## src/rtl/ram_master_pkg.sv

```systemverilog
// Shared state encoding and default geometry for the SOM image/weight RAM burst master.
package ram_master_pkg;

  localparam int RAM_AW        = 18;
  localparam int RAM_DW        = 24;
  localparam int RAM_LW        = 16;
  localparam int RAM_MEM_DEPTH = 61440;  // 4096 * 15 words

  typedef enum logic [1:0] {
    IDLE,
    WR,
    RD,
    FIN
  } state_t;

endpackage

```

## src/rtl/ram_addr_gen.sv

```systemverilog
// Burst address/remaining counter: loads on command accept, steps with wrap modulo MEM_DEPTH.
// Registered outputs; the caller only steps while beats remain.
module ram_addr_gen
  import ram_master_pkg::*;
#(
  parameter int AW        = RAM_AW,
  parameter int LW        = RAM_LW,
  parameter int MEM_DEPTH = RAM_MEM_DEPTH
) (
  input  logic          clk,
  input  logic          rst_n,
  input  logic          load,
  input  logic [AW-1:0] load_addr,
  input  logic [LW-1:0] load_len,
  input  logic          step,
  output logic [AW-1:0] addr,
  output logic [LW-1:0] remaining,
  output logic          last
);

  localparam logic [AW:0] DEPTH = (AW+1)'(MEM_DEPTH);

  logic [AW:0] addr_inc;

  assign addr_inc = {1'b0, addr} + (AW+1)'(1);
  assign last     = (remaining == LW'(1));

  always_ff @(posedge clk) begin
    if (!rst_n) begin
      addr      <= '0;
      remaining <= '0;
    end else if (load) begin
      addr      <= load_addr;
      remaining <= load_len;
    end else if (step) begin
      addr      <= (addr_inc >= DEPTH) ? AW'(addr_inc - DEPTH) : AW'(addr_inc);
      remaining <= remaining - LW'(1);
    end
  end

endmodule

```

## src/rtl/ram_burst_master.sv

```systemverilog
// Burst initiator for the SOM 24-bit RAM: one word/cycle, 1-cycle read latency, read stalls on rready with A held.
// RAM_BURST_BOUND_CHECK_EN: out-of-range commands are handshaken, flagged on err and dropped; otherwise err = 0.
module ram_burst_master
  import ram_master_pkg::*;
#(
  parameter int AW        = RAM_AW,
  parameter int DW        = RAM_DW,
  parameter int LW        = RAM_LW,
  parameter int MEM_DEPTH = RAM_MEM_DEPTH
) (
  input  logic          CK,
  input  logic          RST_N,
  input  logic          cmd_valid,
  output logic          cmd_ready,
  input  logic          cmd_write,
  input  logic [AW-1:0] cmd_addr,
  input  logic [LW-1:0] cmd_len,
  input  logic [DW-1:0] wdata,
  input  logic          wvalid,
  output logic          wready,
  output logic [DW-1:0] rdata,
  output logic          rvalid,
  input  logic          rready,
  output logic          done,
  output logic          err,
  output logic [AW-1:0] A,
  output logic          WE,
  output logic          OE,
  output logic [DW-1:0] D,
  input  logic [DW-1:0] Q
);

  state_t        state;
  logic          pending;
  logic [AW-1:0] addr;
  logic [LW-1:0] remaining;
  logic          last;
  logic          cmd_take;
  logic          bad_cmd;
  logic          load;
  logic          step;
  logic          rem_zero;
  logic          rd_go;

  assign cmd_ready = (state == IDLE);
  assign wready    = (state == WR);
  assign cmd_take  = cmd_valid && cmd_ready;
  assign rem_zero  = (remaining == '0);
  // Capture and the next issue share one edge; both freeze while a read beat is stalled.
  assign rd_go     = !rvalid || rready;

`ifdef RAM_BURST_BOUND_CHECK_EN
  localparam int EW = ((AW > LW) ? AW : LW) + 1;
  logic [EW-1:0] cmd_end;
  assign cmd_end = EW'(cmd_addr) + EW'(cmd_len);
  assign bad_cmd = (EW'(cmd_addr) >= EW'(MEM_DEPTH)) || (cmd_end > EW'(MEM_DEPTH));
`else
  assign bad_cmd = 1'b0;
  assign err     = 1'b0;
`endif

  assign load = cmd_take && !bad_cmd;
  assign step = ((state == WR) && wvalid) || ((state == RD) && rd_go && !rem_zero);

  ram_addr_gen #(
    .AW       (AW),
    .LW       (LW),
    .MEM_DEPTH(MEM_DEPTH)
  ) u_addr_gen (
    .clk      (CK),
    .rst_n    (RST_N),
    .load     (load),
    .load_addr(cmd_addr),
    .load_len (cmd_len),
    .step     (step),
    .addr     (addr),
    .remaining(remaining),
    .last     (last)
  );

  always_ff @(posedge CK) begin
    if (!RST_N) begin
      state   <= IDLE;
      A       <= '0;
      WE      <= 1'b0;
      OE      <= 1'b0;
      D       <= '0;
      rdata   <= '0;
      rvalid  <= 1'b0;
      pending <= 1'b0;
      done    <= 1'b0;
`ifdef RAM_BURST_BOUND_CHECK_EN
      err     <= 1'b0;
`endif
    end else begin
      done <= 1'b0;
`ifdef RAM_BURST_BOUND_CHECK_EN
      err  <= 1'b0;
`endif
      if ((state != RD) && rready) rvalid <= 1'b0;
      case (state)
        IDLE: begin
          if (load) begin
            if (cmd_len == '0) begin
              state <= FIN;
              done  <= 1'b1;
            end else begin
              state <= cmd_write ? WR : RD;
            end
          end
`ifdef RAM_BURST_BOUND_CHECK_EN
          if (cmd_take && bad_cmd) err <= 1'b1;
`endif
        end
        WR: begin
          WE <= wvalid;
          if (wvalid) begin
            A <= addr;
            D <= wdata;
            if (last) begin
              state <= FIN;
              done  <= 1'b1;
            end
          end
        end
        RD: begin
          if (rd_go) begin
            rvalid <= pending;
            if (pending) rdata <= Q;
            if (!rem_zero) begin
              A       <= addr;
              OE      <= 1'b1;
              pending <= 1'b1;
            end else begin
              pending <= 1'b0;
              OE      <= 1'b0;
              state   <= FIN;
              done    <= 1'b1;
            end
          end
        end
        FIN: begin
          WE    <= 1'b0;
          OE    <= 1'b0;
          state <= IDLE;
        end
        default: state <= IDLE;
      endcase
    end
  end

endmodule

```

## config.mk

```make
export PLATFORM = sky130hd
export DESIGN_NAME = ram_burst_master
export DESIGN_NICKNAME = d
export VERILOG_FILES = /design/src/rtl/ram_master_pkg.sv /design/src/rtl/ram_addr_gen.sv /design/src/rtl/ram_burst_master.sv
export SDC_FILE = /design/constraint.sdc
export NUM_CORES = 1
export LEC_CHECK = 0
export BUFFER_PORTS_ARGS = -buffer_cell sky130_fd_sc_hd__clkbuf_2
export CORE_MARGIN = 2
export CORE_UTILIZATION = 56
export CTS_BUF_LIST = sky130_fd_sc_hd__clkbuf_2
export DETAILED_ROUTE_END_ITERATION = 8
export HOLD_SLACK_MARGIN = 0.1
export PLACE_DENSITY = 0.9
export SYNTH_ARGS = -nofsm -noshare
export SYNTH_HDL_FRONTEND = slang
export SYNTH_SLANG_ARGS = --single-unit
```

## constraint.sdc

```tcl
create_clock -name CK -period 6.2 [get_ports CK]
set_input_delay 0.62 -clock CK [delete_from_list [all_inputs] [get_ports CK]]
set_output_delay 0.62 -clock CK [all_outputs]
set_load 0.01 [all_outputs]
```

# After elaboration in Yosys (flattened, before gate mapping)
# Cells that the tools add are included.
# word_totals
regBits	107
latch_bits	0
ramBits	0
rom_bits	0
input_bits	88
out_inout_bits	73
mem_count	0
# classes
addsub	3
multipliers	0
div_mod_pow	0
n_lt_le_gt_ge	1
n_eq_ne	11
shift	0
n_mux	31
n_bitwise	0
n_reduce_logical	22
# op_table
cell	count
2-to-1 mux 18 bit	6
case mux 18 bit (2 select lines)	1
logical NOT 16 bit	2
2-to-1 mux 16 bit	2
adder 18 x 1 -> 19 bit (second input constant)	1
greater-or-equal comparator 19 x 16 -> 1 bit (second input constant)	1
subtractor 18 x 16 -> 18 bit (second input constant)	1
equality test 16 x 1 -> 1 bit (second input constant)	1
subtractor 16 x 1 -> 16 bit (second input constant)	1
2-to-1 mux 2 bit	7
2-to-1 mux 1 bit	11
!= test 2 bit (second input constant)	5
case mux 2 bit (4 select lines)	1
nonzero test 2 bit	4
AND reduction 2 bit	3
logical AND 1 bit	5
AND reduction 5 bit	1
equality test 2 bit (second input constant)	2
!= test 2 x 1 -> 1 bit (second input constant)	2
case mux 1 bit (2 select lines)	2
AND reduction 4 bit	1
case mux 1 bit (3 select lines)	1
AND reduction 3 bit	1
equality test 2 x 1 -> 1 bit (second input constant)	1
3 further kinds	5

# Depth between registers and ports, before layout
# depth
ltp_word	7
depth_mapped	10

# Modules after synthesis
# Synthesis repeated with hierarchy kept, for this count alone.
# unflattened
cells_unflattened	622
hier_area_um2	5126.2
# by_module_without_submodules
module	n_inst	cells_per_inst	area_per_inst_um2	seq_area_each_um2
ram_burst_master	1	353	3017.9	1461.4
ram_addr_gen	1	269	2108.3	680.7

# Least setup slack after synthesis
# OpenSTA, ideal clock, no wires.
# synth_path
kind	register to register
from	register u_addr_gen.remaining[0]
to	register u_addr_gen.addr[8]
setup_ns	0.086
arrival_time_ns	2.236
t_required_ns	6.114
slack_ns	3.878
stages_incl_launch_ff	10
n_path_buf	1
path_cell_list	dfxtp_1 > inv_1 > ha_1 > or4b_1 > or4_4 > a21oi_1 > buf_4 > nor3_1 > xnor2_1 > a211oi_1
# synth_via
elab_chain_len	5
# synth_lines
item	line	source
start: declaration	ram_addr_gen.sv:17	output logic [LW-1:0] remaining,
start signal: assignment	ram_addr_gen.sv:34	remaining <= load_len;
start signal: assignment	ram_addr_gen.sv:37	remaining <= remaining - LW'(1);
logical NOT 16 bit	ram_burst_master.sv:48	assign rem_zero = (remaining == '0);
logical NOT 1 bit	n/a	
logical AND 1 bit	ram_burst_master.sv:63	assign step = ((state == WR) && wvalid) || ((state == RD) && rd_go && !rem_zero);
logical OR 1 bit	ram_burst_master.sv:63	
nonzero test 2 bit (no source line)	n/a	
end signal: assignment	ram_addr_gen.sv:33	addr <= load_addr;
end signal: assignment	ram_addr_gen.sv:36	addr <= (addr_inc >= DEPTH) ? AW'(addr_inc - DEPTH) : AW'(addr_inc);
end: declaration	ram_addr_gen.sv:16	output logic [AW-1:0] addr,
# No other way between the ends.
# A chain may end at the register's enable or synchronous reset.

# Worst setup path in the final report
# layout_path
from	register u_addr_gen.remaining[0]
to	register u_addr_gen.addr[7]
# Same word-level chain as after synthesis.

==> results.toml <==
[finish]
final_common_cell = "clkbuf_2"
regArea_sq_um = 2140
multi_input_area_sq_um = 2530
final_cell_area_sq_um = 5750
final_cell_mix = "clkbuf_2, nand2_1, dfxtp_1"
drive_above_1_share = 0.256
syn2layout_area_growth_pct = 17.3
n_antenna_cell = 0
nets = 834
stdcell_count = 850
fin_util = 0.669
fillers = 754

[place]
place_congestion = 0.904
place_area_sq_um = 5660
portBuffers = 159
pre_cts_slack_ps = 3210
dp_cells = 834
post-dp-hpwl_um = 9120

[synthesis]
syn-cell-area_sq_um = 4900
synth_cells = 605
synthArstFlopShare = 0
synth_top_area_share = 0.437
synth_top_cell_by_area = "dfxtp_1"
synth_area_leaders = "dfxtp_1, nand2_1, a21oi_1"
syn-mean-instance-area_sq_um = 8.10
synth_cell_types = 54
synth-seq-cells = 107
synth_edf_count = 0
synth_seq_area_share = 0.437
ys.warnings.count = 0
synth-main-ff-cell = "dfxtp_1"
syn_nets = 702

[routing]
wl_per_cell_um = 14.5
first_pass_iters = 5
finalWirelength_um = 12300
drt-initial-drc-count = 243
drc = 0
dr_total_vias = 4772
ant_nets = 0
via_per_inst = 5.61

[sta]
finalClockSkew_ps = 27.9
hold_viol_final = 0
tns_ps = 0
fin_crit_sh = 0.497
rsz0062_at_grt = "no"
setup_viol = 0
max_slew_margin = 0.329
hold_slack_ps = 246
setup_ws_ps = 3120
max_freq_mhz = 325
maxSlewViolCount = 0
layout_min_cycle_time_ps = 3080
tightest_slew_ps = 1010

[critical_path]
cp_data_arrival_time_ps = 3540
crit_chain = "inv_1, ha_1, or4b_1, or4_4, a21oi_1, nor3_1, xnor2_1, a211oi_1"
crit_type = "reg2reg"
slowest_stage = "a21oi_1"
worstPathRequired_ps = 6660
endpoint_kind = "flip-flop"
cpPeakStageDelay_ps = 780
cpLargestDelayFamily = "simple AND/OR/NAND/NOR gates"
startpoint_type = "flip-flop"
cp_max_fo = 11
crit_buf_inv = 1

[clock_tree]
path_clk_slew_ps = 280
numCtsBuffers = 9
clk_latency_ps = 540
cts_max_level = 3
cts_hold_buf = 0
postCtsSetupBuffers = 0
cts_tree = "done"
cts_sinks = 107
cts_resized = 0
cts_max_path_buffers = 2
cts_root_buffer = "clkbuf_2"

[flow_run]
cap_violations = 0

[die]
die_h_um = 97.5
rows = 34
dieArea_sq_um = 9510
dieWidth_um = 97.5
fp.coreArea_sq_um = 8590
ios = 161
start_util = 0.570

[grt]
grt_usage = 0.250
grt_start_max_net_pins = 62
antenna_found_initial = 0
grt_overflow_total = 0
grt_pass1_wl_um = 19900
grt_pass1_vias = 4464

[power_and_ir_drop]
ir_drop_mv = 0.200
finalPower_mw = 2.04
p_leak_nw = 2.41
p_per_area_nw_per_um2 = 356

[min_path]
hold_path.class = "in2reg"

[run_status]
outcome = "finished, final reports clean"
[cell type report]
| class | instances | area share |
|---|---|---|
| inverter | 10 | 0.00653 |
| multi-input combinational | 447 | 0.440 |
| clock buffer | 11 | 0.00958 |
| clock inverter | 5 | 0.00523 |
| tap | 108 | 0.0235 |
| sequential | 107 | 0.373 |
| timing repair buffer | 162 | 0.142 |
[synthesized netlist by cell type (all sizes together) (2+ instances only)]
| cell | count |
|---|---|
| nor2 | 37 |
| a211oi | 4 |
| o311ai | 2 |
| nor3 | 7 |
| o21ai | 28 |
| mux2i | 20 |
| ha | 9 |
| inv | 10 |
| nor4 | 12 |
| nand4b | 4 |
| xor2 | 24 |
| clkbuf | 32 |
| and3 | 8 |
| nand3 | 13 |
| and2 | 4 |
| or4 | 3 |
| buf | 9 |
| nand4 | 18 |
| a21oi | 88 |
| nand2 | 129 |
| nor2b | 2 |
| or3 | 2 |
| dfxtp | 107 |
| nand2b | 3 |
| a211o | 2 |
| a221o | 2 |
| xnor2 | 9 |
| a41oi | 2 |
[flip-flops by register name, indices dropped and copies added (netlist names)]
| name | count |
|---|---|
| A | 18 |
| D | 24 |
| OE | 1 |
| WE | 1 |
| done | 1 |
| pending | 1 |
| rdata | 24 |
| rvalid | 1 |
| state | 2 |
| u_addr_gen.addr | 18 |
| u_addr_gen.remaining | 16 |
[tightest hold or removal path: cells and delay by family]
kind | cells | cell delay [ps]
and+or+nand+nor | 1 | 40
buffers and inverters | 1 | 80
AOI/OAI and AO/OA | 1 | 50
[kinds of logic after synthesis]
logic type / share of synthesized area
flip-flops: 0.437
AO/OA/AOI/OAI: 0.160
other: 0.000765
AND/OR/NAND/NOR: 0.232
XOR/XNOR: 0.0590
multiplexers: 0.0409
adder cells (fa/ha/maj): 0.0230
buffers and inverters: 0.0475
[routing by layer]
| metal | track usage | vias up | share of wire |
|---|---|---|---|
| li1 | - | 2346 | - |
| met1 | 0.292 | 2203 | 0.41 |
| met2 | 0.458 | 199 | 0.50 |
| met3 | 0.0388 | 24 | 0.066 |
| met4 | 0.0897 | 0 | 0.018 |
| met5 | 0 | - | 0 |
[power breakdown]
part | internal, mW | total (mW) | leakage (nW) | switching [mW]
registers | 0.816 | 0.948 | 0.872 | 0.131
clock network | 0.0539 | 0.269 | 0.0577 | 0.215
logic | 0.332 | 0.828 | 1.48 | 0.496
[path summary, 6_finish.rpt]
path                      startpoint                  to  slack [ps]  cells after the start
max          u_addr_gen.remaining[0]  u_addr_gen.addr[7]        3120                      8
min                         wdata[8]                D[8]         250                      3
max reg2reg  u_addr_gen.remaining[0]  u_addr_gen.addr[7]        3120                      8
min reg2reg                 rdata[8]            rdata[8]         470                      2
No activity file was read; power rests on OpenSTA's default activity.
